--- config.mk ---
export PLATFORM = sky130hd
export DESIGN_NAME = spi_master_param
export DESIGN_NICKNAME = d
export VERILOG_FILES = /design/src/rtl/spi_master_param.sv
export SDC_FILE = /design/constraint.sdc
export NUM_CORES = 1
export LEC_CHECK = 0
export CORE_MARGIN = 4
export CORE_UTILIZATION = 65
export DETAILED_ROUTE_END_ITERATION = 8
export DONT_BUFFER_PORTS = 1
export PLACE_DENSITY = 0.87
export SLEW_MARGIN = 20
export SYNTH_ARGS = -nofsm -noshare
export SYNTH_HDL_FRONTEND = slang
export SYNTH_SLANG_ARGS = --single-unit
--- constraint.sdc ---
create_clock -name clk -period 6.1 [get_ports clk]
set_clock_uncertainty 0.1 [all_clocks]
set_input_delay 0.61 -clock clk [delete_from_list [all_inputs] [get_ports clk]]
set_output_delay 0.61 -clock clk [all_outputs]
set_load 0.05 [all_outputs]
--- src/rtl/spi_master_param.sv ---
// Run-time configurable SPI master: per-transaction size, chip select,
// clock divider and CPOL/CPHA, with val/rdy host handshakes.
module spi_master_param #(
    parameter int BIT_WIDTH = 32,
    parameter int NUM_CS    = 4,
    parameter int DIV_W     = 8,
    localparam int CS_W     = (NUM_CS > 1) ? $clog2(NUM_CS) : 1,
    localparam int SIZE_W   = $clog2(BIT_WIDTH) + 1
) (
    input  logic                 clk,
    input  logic                 reset,
    input  logic                 recv_val,
    output logic                 recv_rdy,
    input  logic [BIT_WIDTH-1:0] recv_msg,
    input  logic                 packet_size_val,
    output logic                 packet_size_rdy,
    input  logic [SIZE_W-1:0]    packet_size_msg,
    input  logic                 cs_addr_val,
    output logic                 cs_addr_rdy,
    input  logic [CS_W-1:0]      cs_addr_msg,
    input  logic                 cfg_val,
    output logic                 cfg_rdy,
    input  logic [DIV_W+1:0]     cfg_msg,
    output logic                 send_val,
    input  logic                 send_rdy,
    output logic [BIT_WIDTH-1:0] send_msg,
    output logic [NUM_CS-1:0]    cs,
    output logic                 sclk,
    output logic                 mosi,
    input  logic                 miso
);

    localparam int EW = SIZE_W + 1;
    localparam logic [SIZE_W-1:0] FULL = SIZE_W'(BIT_WIDTH);

    typedef enum logic [2:0] {IDLE, SETUP, XFER, HOLD, DONE} state_e;

    state_e                state_q, state_d;
    logic                  cpol_q, cpol_d;
    logic                  cpha_q, cpha_d;
    logic [DIV_W-1:0]      div_q, div_d;
    logic [SIZE_W-1:0]     size_q, size_d;
    logic [CS_W-1:0]       addr_q, addr_d;
    logic [DIV_W-1:0]      cnt_q, cnt_d;
    logic [EW-1:0]         edge_q, edge_d;
    logic [BIT_WIDTH-1:0]  tx_q, tx_d;
    logic [BIT_WIDTH-1:0]  rx_q, rx_d;
    logic [NUM_CS-1:0]     cs_q, cs_d;
    logic                  sclk_q, sclk_d;

    logic          idle;
    logic          tick;
    logic          lead;
    logic [EW-1:0] edge_inc;
    logic          last;

    function automatic logic [SIZE_W-1:0] eff_size(input logic [SIZE_W-1:0] s);
        if (s == '0 || s > FULL) begin
            return FULL;
        end
        return s;
    endfunction

    assign idle     = (state_q == IDLE);
    assign tick     = (cnt_q == '0);
    assign lead     = ~edge_q[0];
    assign edge_inc = edge_q + EW'(1);
    assign last     = (edge_inc == {eff_size(size_q), 1'b0});

    assign recv_rdy        = idle;
    assign packet_size_rdy = idle;
    assign cs_addr_rdy     = idle;
    assign cfg_rdy         = idle;
    assign send_val        = (state_q == DONE);
    assign send_msg        = send_val ? rx_q : '0;
    assign cs              = cs_q;
    assign sclk            = sclk_q;
    assign mosi            = (state_q == SETUP || state_q == XFER || state_q == HOLD)
                             ? tx_q[BIT_WIDTH-1] : 1'b0;

    always_comb begin
        state_d = state_q;
        cpol_d  = cpol_q;
        cpha_d  = cpha_q;
        div_d   = div_q;
        size_d  = size_q;
        addr_d  = addr_q;
        cnt_d   = cnt_q;
        edge_d  = edge_q;
        tx_d    = tx_q;
        rx_d    = rx_q;
        cs_d    = cs_q;
        sclk_d  = sclk_q;

        if (idle && cfg_val) {cpol_d, cpha_d, div_d} = cfg_msg;
        if (idle && packet_size_val) size_d = packet_size_msg;
        if (idle && cs_addr_val) addr_d = cs_addr_msg;

        if (state_q == SETUP || state_q == XFER || state_q == HOLD) begin
            cnt_d = tick ? div_q : cnt_q - DIV_W'(1);
        end

        case (state_q)
            IDLE: begin
                // sclk parks at the (possibly just written) polarity
                sclk_d = cpol_d;
                if (recv_val) begin
                    state_d = SETUP;
                    cnt_d   = div_d;
                    edge_d  = '0;
                    rx_d    = '0;
                    tx_d    = recv_msg << (FULL - eff_size(size_d));
                    for (int i = 0; i < NUM_CS; i++) begin
                        cs_d[i] = (int'(addr_d) != i);
                    end
                end
            end
            SETUP: begin
                if (tick) state_d = XFER;
            end
            XFER: begin
                if (tick) begin
                    sclk_d = ~sclk_q;
                    edge_d = edge_inc;
                    if (lead != cpha_q) begin
                        rx_d = {rx_q[BIT_WIDTH-2:0], miso};
                    end
                    // cpha=1 already presents bit 0 from SETUP
                    if (lead == cpha_q && !(cpha_q && edge_q == '0)) begin
                        tx_d = tx_q << 1;
                    end
                    if (last) state_d = HOLD;
                end
            end
            HOLD: begin
                if (tick) begin
                    state_d = DONE;
                    cs_d    = '1;
                end
            end
            DONE: begin
                if (send_rdy) state_d = IDLE;
            end
            default: state_d = IDLE;
        endcase
    end

    always_ff @(posedge clk or negedge reset) begin
        if (!reset) begin
            state_q <= IDLE;
            cpol_q  <= 1'b0;
            cpha_q  <= 1'b0;
            div_q   <= '0;
            size_q  <= FULL;
            addr_q  <= '0;
            cnt_q   <= '0;
            edge_q  <= '0;
            tx_q    <= '0;
            rx_q    <= '0;
            cs_q    <= '1;
            sclk_q  <= 1'b0;
        end else begin
            state_q <= state_d;
            cpol_q  <= cpol_d;
            cpha_q  <= cpha_d;
            div_q   <= div_d;
            size_q  <= size_d;
            addr_q  <= addr_d;
            cnt_q   <= cnt_d;
            edge_q  <= edge_d;
            tx_q    <= tx_d;
            rx_q    <= rx_d;
            cs_q    <= cs_d;
            sclk_q  <= sclk_d;
        end
    end

endmodule
==> impl_summary.txt, run 1 <==
----------------------------------------------------
[Status]
  Run status ... finished, final reports clean

[Logic synthesis]
  Post-synthesis share of cell area spent on xor and xnor gates ... 1.39%
  Leading post-synthesis cells by cell area ... dfrtp_1, nor2_1, mux2i_1, a22o_1, a21oi_1
  Area share of and/or/nand/nor cells after synthesis ... 22.4%
  Netlist area before placement ... 6830 µm²
  Count of flip-flops with a built-in enable after synthesis ... 0
  Sequential share of the synthesized area ... 38.5%
  Post-synthesis mux area share ... 8.88%
  Post-synthesis cell count ... 786
  Cell type contributing the most total cell area after synthesis ... dfrtp_1
  Yosys top cell area share ... 36.6%
  Netlist cell types ... 62
  Share of the synthesized area in compound gates (AO/OA/AOI/OAI) ... 22.5%
  Proportion of register bits with asynchronous set or reset after synthesis ... 100%
  Largest family of logic cells by synthesized area ... compound AO/OA/AOI/OAI gates
  Number of synthesized register bits ... 105
  Syn avg cell area ... 8.69 µm²
  Adder and majority cell fraction of the synthesized area ... 0.916%
  Number of warnings issued by yosys ... 0
  Net count after synthesis ... 849
  Most frequently used flop master after synthesis ... dfrtp_1

[Route]
  Total via count in the routed design ... 6,177
  Number of iterations in the first detailed-routing pass ... 5
  Wire length per cell ... 21.0 µm
  Post-detailed-routing wire length ... 18,600 µm
  DRC ... 0
  Detail Route Antenna Nets ... 0
  Via-to-Cell Ratio ... 6.97
  DRC marker count from the first detailed-route iteration ... 860

[Setup path]
  Worst r2r src ... state_q[2]
  Register-to-Register Path Depth ... 15
  Worst setup startpoint ... state_q[2]
  WP data arrival ... 4810 ps
  Endpoint of the lowest-slack register-to-register path ... tx_q[30]
  CP Launch Type ... register
  Data required time of the critical path ... 6300 ps
  Reg-to-reg slack, setup ... 1490 ps
  Worst Setup EP ... tx_q[30]
  Top fanout value on the critical path ... 46
  Setup Crit Path Kind ... reg2reg
  Worst setup EP type ... register

[Power and ir drop]
  Largest voltage drop on the vdd net ... 0.000363 V
  Sequential group share of total power ... 23.8%
  Part of the total power dissipated in the clock network ... 9.2%
  Cell Int Power ... 2.33 mW
  Fraction of power consumed by combinational cells ... 67.0%
  Switching fraction of total power ... 52.8%
  Cell leakage power ... 3.01 nW
  Power density over cell area ... 699 nW/µm²
  Net Sw Power ... 2.60 mW

[STA]
  Slew HR ... 30.2%
  FMAX ... 217 MHz
  Count of pins over their slew limit ... 0
  Final period demand of the worst path ... 4610 ps
  Setup repair after global routing missed its margin ... false
  Aggregate negative setup slack ... 0 ps
  Pin slew with the least headroom to its limit ... 1050 ps
  Number of setup violations in the final report ... 0
  Hold Fails Final Rpt ... 0
  Final period util ... 75.6%
  Hold Slack ... 53.3 ps

[Worst hold path]
  Hold WC Path Type ... in2async

[Final layout]
  Area of combinational cells with multiple inputs ... 3870 µm²
  Final antenna diode count ... 0
  Ratio of cells with drive above 1 in the final layout ... 11.2%
  Fill cells ... 823
  Area delta synth->final ... 3.35%
  Layout Nets ... 808
  Final cell count without fillers ... 886
  Storage cell area ... 2630 µm²

[Clock tree]
  Total clock sinks ... 105
  H-tree levels ... 3
  Deepest clock path buffer count ... 2
  Root buffer selected by CTS ... clkbuf_8
  Clock insertion delay at the later pin of the skew report ... 380 ps
  Clock-pin slew reported for the worst setup and hold paths after clock tree synthesis ... 110 ps
  Clock tree from TritonCTS ... yes
  Number of buffers inserted during clock tree synthesis ... 9
  Post-CTS setup buffer count ... 0

[Die]
  CORE AREA ... 10,300 µm²
  Die Span Y ... 111 µm
  Standard-cell row count ... 37
  Total Die Area ... 12,200 µm²
  I/O pin count ... 101
  Effective utilization at floorplan ... 66.5%
  Die width ... 111 µm

[Job]
  Number of max-cap violations ... 0

[Place]
  Post-detail-place hpwl ... 13,000 µm
  Total placed cells including tap cells ... 869
  Final Wtd Congestion ... 1.00
  Quantity of I/O buffers inserted on ports ... 0

[Global routing]
  Via count of the first global-routing pass ... 5,902
  Pin count of the biggest net entering global routing ... 106
  Remaining Overflow, GRT ... 0
  Antenna violations before repair ... 0
  Overall Global Routing Usage ... 29.8%
  Wire length of the first global-routing pass ... 30,200 µm

----------------------------------------------------
-- worst min path at each step --
stage / startpoint / cells past startpoint / end
finish: reset / 1 / tx_q[19]
global route: reset / 1 / tx_q[19]
CTS: reset / 1 / tx_q[15]
detailed placement: reset / 0 / size_q[1]
global placement: reset / 0 / tx_q[29]
floorplan: reset / 0 / addr_q[0]
-- logic make-up after synthesis --
logic type	after synthesis
AND/OR/NAND/NOR	317
AO/OA/AOI/OAI	209
XOR/XNOR	10
buffers and inverters	82
multiplexers	58
flip-flops	105
adder cells (fa/ha/maj)	5
-- cells in the mapped netlist, types with 3 or more instances --
| cell type | n |
|---|---|
| a2111oi_2 | 7 |
| a211oi_1 | 6 |
| a21oi_1 | 48 |
| a22o_1 | 34 |
| a22oi_1 | 13 |
| a31oi_1 | 12 |
| a41oi_1 | 3 |
| and2_1 | 5 |
| and3_1 | 36 |
| buf_2 | 10 |
| buf_4 | 9 |
| clkbuf_1 | 42 |
| dfrtp_1 | 100 |
| dfstp_2 | 5 |
| ha_1 | 5 |
| inv_1 | 17 |
| mux2_2 | 21 |
| mux2i_1 | 37 |
| nand2_1 | 63 |
| nand2b_1 | 5 |
| nand3_1 | 14 |
| nand3b_1 | 3 |
| nor2_1 | 122 |
| nor2b_1 | 5 |
| nor3_1 | 40 |
| nor4_1 | 9 |
| o211ai_1 | 6 |
| o21ai_0 | 22 |
| o21ai_1 | 5 |
| o221ai_1 | 5 |
| o221ai_2 | 3 |
| o22ai_1 | 17 |
| o311ai_0 | 5 |
| o32a_1 | 5 |
| or2_2 | 4 |
| xnor2_1 | 3 |
| xor2_1 | 6 |
-- through the flow --
| step | area [µm²] | worst slack [ps] | power, mW | utilization [%] |
|---|---|---|---|---|
| 4_1_cts | 7050 | 1590 | 4.85 | 68.6 |
| 3_3_place_gp | 6810 | 1760 | 4.25 | 66.3 |
| 2_1_floorplan | 6830 | 2310 | 3.70 | - |
| 5_1_grt | 7060 | 1240 | 5.27 | 68.7 |
| 3_5_place_dp | 6810 | 1650 | 4.36 | 66.3 |
| 6_report | 7060 | 1490 | 4.93 | 68.7 |
-- critical path, cell delays in order (launching register included) --
cell and delay, ps:
dfrtp_1 370, buf_4 240, nor4b_4 230, buf_4 270, o22a_1 180, buf_4 430, ha_1 240, clkinv_1 450
o221ai_1 250, buf_4 310, nor2_1 70, nor4_1 600, mux2i_1 230, mux2i_1 240, nand2_1 100, a41oi_2 200
-- sequential cells by signal (all words and copies together), names as in the netlist --
name     cells
div_q        8
sclk         1
cpha_q       1
cnt_q        8
cs           4
size_q       6
rx_q        32
addr_q       2
state_q      3
cpol_q       1
edge_q       7
tx_q        32
-- final cells by class --
| cell class | count | share of cell area, % |
|---|---|---|
| Sequential cell | 105 | 37.3 |
| Timing Repair Buffer | 12 | 1.56 |
| Tap cell | 136 | 2.41 |
| Clock buffer | 9 | 1.75 |
| Clock inverter | 7 | 1.20 |
| Inverter | 18 | 0.957 |
| Multi-Input combinational cell | 599 | 54.8 |
-- power by group through the flow --
stage | Sequential (mW) | Combinational [mW] | Clock (mW)
after global routing | 1.20 | 3.58 | 0.490
after detailed placement | 1.18 | 3.19 | 0
final | 1.17 | 3.31 | 0.452
after global placement | 1.16 | 3.09 | 0
after floorplan | 1.10 | 2.60 | 0
after CTS | 1.17 | 3.22 | 0.466
-- metal layers --
metal / vias up / share of wire [%] / track usage [%] / wire (µm)
li1: 2793 / - / - / -
met1: 2974 / 39 / 38.0 / 7270
met2: 346 / 47 / 46.8 / 8820
met3: 64 / 9.5 / 9.21 / 1770
met4: 0 / 3.9 / 13.3 / 725
met5: - / 0 / 0 / 0
-- cell usage in the layout (no fill, tap or decap), drive strengths merged, types with 5 or more instances in the layout --
| master | count |
|---|---|
| a22oi | 13 |
| or2 | 5 |
| dfstp | 5 |
| nand2b | 5 |
| o311ai | 5 |
| a41oi | 5 |
| and3 | 36 |
| mux2 | 21 |
| clkbuf | 9 |
| ha | 5 |
| xor2 | 6 |
| nor4 | 13 |
| nor2 | 122 |
| a21oi | 48 |
| nor3 | 41 |
| a31oi | 12 |
| nand2 | 63 |
| inv | 19 |
| o21ai | 27 |
| a211oi | 7 |
| o22ai | 17 |
| dfrtp | 100 |
| nor2b | 5 |
| a2111oi | 8 |
| nand3 | 14 |
| buf | 12 |
| mux2i | 37 |
| and2 | 6 |
| o32a | 5 |
| a22o | 34 |
| o221ai | 8 |
| o211ai | 6 |
-- what timing repair did --
action                                 4_1_cts  5_1_grt
gates resized for setup                      0        0
hold buffers                                 1        0
setup endpoints to repair                    0        0
endpoints found under the hold margin      105        0
No activity file was read; power rests on OpenSTA's default activity.
==> run 2: changes to the inputs <==
clock period = 4.26 ns   (was 6.1 ns; I/O delays follow)
==> run 2 against run 1 <==
  * Clock power increased by 42%
  * Routed wire length shrank 2.8%
  * Critical path type unchanged
  * Critical endpoint is now tx_q[27]
  * Utilization is 0.78 points higher
  * Non-clock buffer count is 9 higher
  * Power is 45% higher
==> impl_summary.txt, run 2 (same netlist as run 1, synthesis figures left out) <==
----------------------------------------------------
[Final layout]
  Fill cells ... 808 (-1.8%)
  Storage cell area ... 2630 µm² (unchanged)
  Most common library cell in the layout ignoring fill and taps ... nor2_1
  Largest registers ranked by flip-flop count ... rx_q x32, tx_q x32
  Final antenna diode count ... 0 (unchanged)
  Layout Nets ... 817 (+1.1%)
  Area delta synth->final ... 4.52%
  Area of combinational cells with multiple inputs ... 3870 µm² (about the same)
  Ratio of cells with drive above 1 in the final layout ... 12.3% (+1.1 points)
  Final Util ... 69.5% (+0.78 points)
  Highest-count cells in the layout ignoring fill and taps ... nor2_1, dfrtp_1, nand2_1, a21oi_1, nor3_1
  Total non-filler cell area in the finished layout ... 7140 µm² (+1.1%)

[STA]
  Slew HR ... 30.1% (-0.040 points)
  FMAX ... 254 MHz (+17%)
  Hold Fails Final Rpt ... 0 (unchanged)
  Setup repair after global routing missed its margin ... false
  Number of setup violations in the final report ... 0 (unchanged)
  Count of pins over their slew limit ... 0 (unchanged)
  Aggregate negative setup slack ... 0 ps (unchanged)
  Final period util ... 92.3% (+17 points)
  Pin slew with the least headroom to its limit ... 1050 ps (-1.93 ps)
  Final period demand of the worst path ... 3930 ps (-679 ps)

[Place]
  Final Wtd Congestion ... 0.950 (-5.5%)
  Quantity of I/O buffers inserted on ports ... 0 (unchanged)
  Post-detail-place hpwl ... 12,800 µm (-1.2%)
  Cell Area, Placed ... 6880 µm² (+1.1%)

[Global routing]
  Pin count of the biggest net entering global routing ... 106 (unchanged)
  Remaining Overflow, GRT ... 0 (unchanged)
  Via count of the first global-routing pass ... 5,853 (-0.83%)
  Antenna violations before repair ... 0 (unchanged)
  Overall Global Routing Usage ... 29.4% (-0.42 points)
  Wire length of the first global-routing pass ... 29,800 µm (-1.0%)

[Status]
  Run status ... finished, final reports clean

[Setup path]
  CP Launch Type ... register
  Worst r2r src ... state_q[1]
  Register-to-Register Path Depth ... 13 (-2)
  Cell with the most instances on the worst path ... buf_4
  Reg-to-reg slack, setup ... 330 ps (-1160 ps)
  Endpoint of the lowest-slack register-to-register path ... tx_q[27]
  WP data arrival ... 4160 ps (-650 ps)
  Worst setup EP type ... register
  Slowest CP cell ... dfrtp_1
  Setup Crit Path Kind ... reg2reg
  Delay of the slowest cell on the worst path ... 530 ps (-70 ps)
  Data required time of the critical path ... 4480 ps (-1820 ps)
  Worst setup startpoint ... state_q[1]
  Cell breakdown of the critical path ... nor4b_4 -> buf_4 -> nand2_1 -> o21ai_0 -> nand2b_1 -> ha_1 -> buf_4 -> or2_1 -> o221ai_1 -> mux2i_1 -> nor2_1 -> a2111oi_2 -> o32a_1
  Top fanout value on the critical path ... 32 (-30%)

[Die]
  Die Span Y ... 111 µm (unchanged)
  CORE AREA ... 10,300 µm² (unchanged)
  Standard-cell row count ... 37 (unchanged)
  Die width ... 111 µm (unchanged)
  Effective utilization at floorplan ... 66.5% (unchanged)
  I/O pin count ... 101 (unchanged)
  Total Die Area ... 12,200 µm² (unchanged)

[Power and ir drop]
  Cell leakage power ... 3.05 nW (+1.6%)
  Largest voltage drop on the vdd net ... 0.000575 V (+58%)
  Total Power Consumption ... 7.15 mW (+45%)
  Power density over cell area ... 1000 nW/µm² (+43%)

[Clock tree]
  Clock-pin slew reported for the worst setup and hold paths after clock tree synthesis ... 100 ps (about the same)
  Clock tree from TritonCTS ... yes
  Clock insertion delay at the later pin of the skew report ... 380 ps (about the same)
  H-tree levels ... 3 (unchanged)
  Number of buffers inserted during clock tree synthesis ... 9 (unchanged)
  Total clock sinks ... 105 (unchanged)
  Deepest clock path buffer count ... 2 (unchanged)
  Root buffer selected by CTS ... clkbuf_8

[Worst hold path]
  Endpoint of the worst hold path ... state_q[2]
  Startpoint of the worst hold path ... send_rdy
  Hold WC Path Type ... in2reg
  Number of cells traversed by the worst hold path ... 1

[Route]
  Post-detailed-routing wire length ... 18,100 µm (-2.8%)
  DRC marker count from the first detailed-route iteration ... 695 (-19%)
  Number of iterations in the first detailed-routing pass ... 5 (unchanged)
  DRC ... 0 (unchanged)
  Via-to-Cell Ratio ... 6.82 (-2.2%)
  Total via count in the routed design ... 6,103 (-1.2%)
  Wire length per cell ... 20.2 µm (-3.8%)
  Detail Route Antenna Nets ... 0 (unchanged)

[Job]
  Number of max-cap violations ... 0 (unchanged)

----------------------------------------------------
-- run 2: area by class of cell --
| type | instances | area share (%) |
|---|---|---|
| Inverter | 18 | 0.946 |
| Sequential cell | 105 | 36.9 |
| Timing Repair Buffer | 21 | 2.70 |
| Multi-Input combinational cell | 599 | 54.2 |
| Clock inverter | 6 | 1.07 |
| Tap cell | 136 | 2.38 |
| Clock buffer | 10 | 1.79 |
-- run 2: worst max-delay path by stage --
stage / endpoint / depth (start not counted)
floorplan: tx_q[30] / 16
global placement: tx_q[28] / 13
detailed placement: tx_q[28] / 13
CTS: tx_q[28] / 13
global route: tx_q[27] / 13
finish: tx_q[27] / 13
-- run 2: timing repair --
item | CTS | global route
endpoints found under the setup margin | 0 | 2
gates resized for setup | 0 | 2
hold buffers | 2 | 0
buffers inserted | 0 | 0
hold endpoints to repair | 105 | 0
-- run 2: power by group --
part | total, mW | internal (mW) | switching [mW]
Clock | 0.642 | 0.280 | 0.362
Combinational | 4.83 | 1.80 | 3.03
Sequential | 1.68 | 1.33 | 0.344
Total | 7.15 | 3.41 | 3.74
-- run 2: critical path: cells and delay by family (launching register included) --
kind	cells	cell delay [ps]
adder cells (fa/ha/maj)	1	200
buffers and inverters	2	590
AND/OR/NAND/NOR	5	1130
multiplexers	1	290
flip-flops	1	530
AO/OA/AOI/OAI	4	1010
-- run 2: per-stage QoR --
| stage | setup WS, ps | hold slack [ps] | std cells |
|---|---|---|---|
| 3_5_place_dp | 336 | 39.2 | 877 |
| 4_1_cts | 307 | 17.4 | 895 |
| 2_1_floorplan | 510 | 30.4 | 786 |
| 5_1_grt | 30.8 | 38.6 | 895 |
| 6_report | 327 | 33.6 | 895 |
| 3_3_place_gp | 502 | 37.7 | 877 |
-- run 2: per-layer routing --
metal  vias to the layer above  track usage [%]  routed length (µm)
li1                       2817                -                   -
met1                      2941             37.2                7270
met5                         -                0                   0
met3                        40             6.47                1510
met4                         0             12.2                 540
met2                       305             48.8                8740
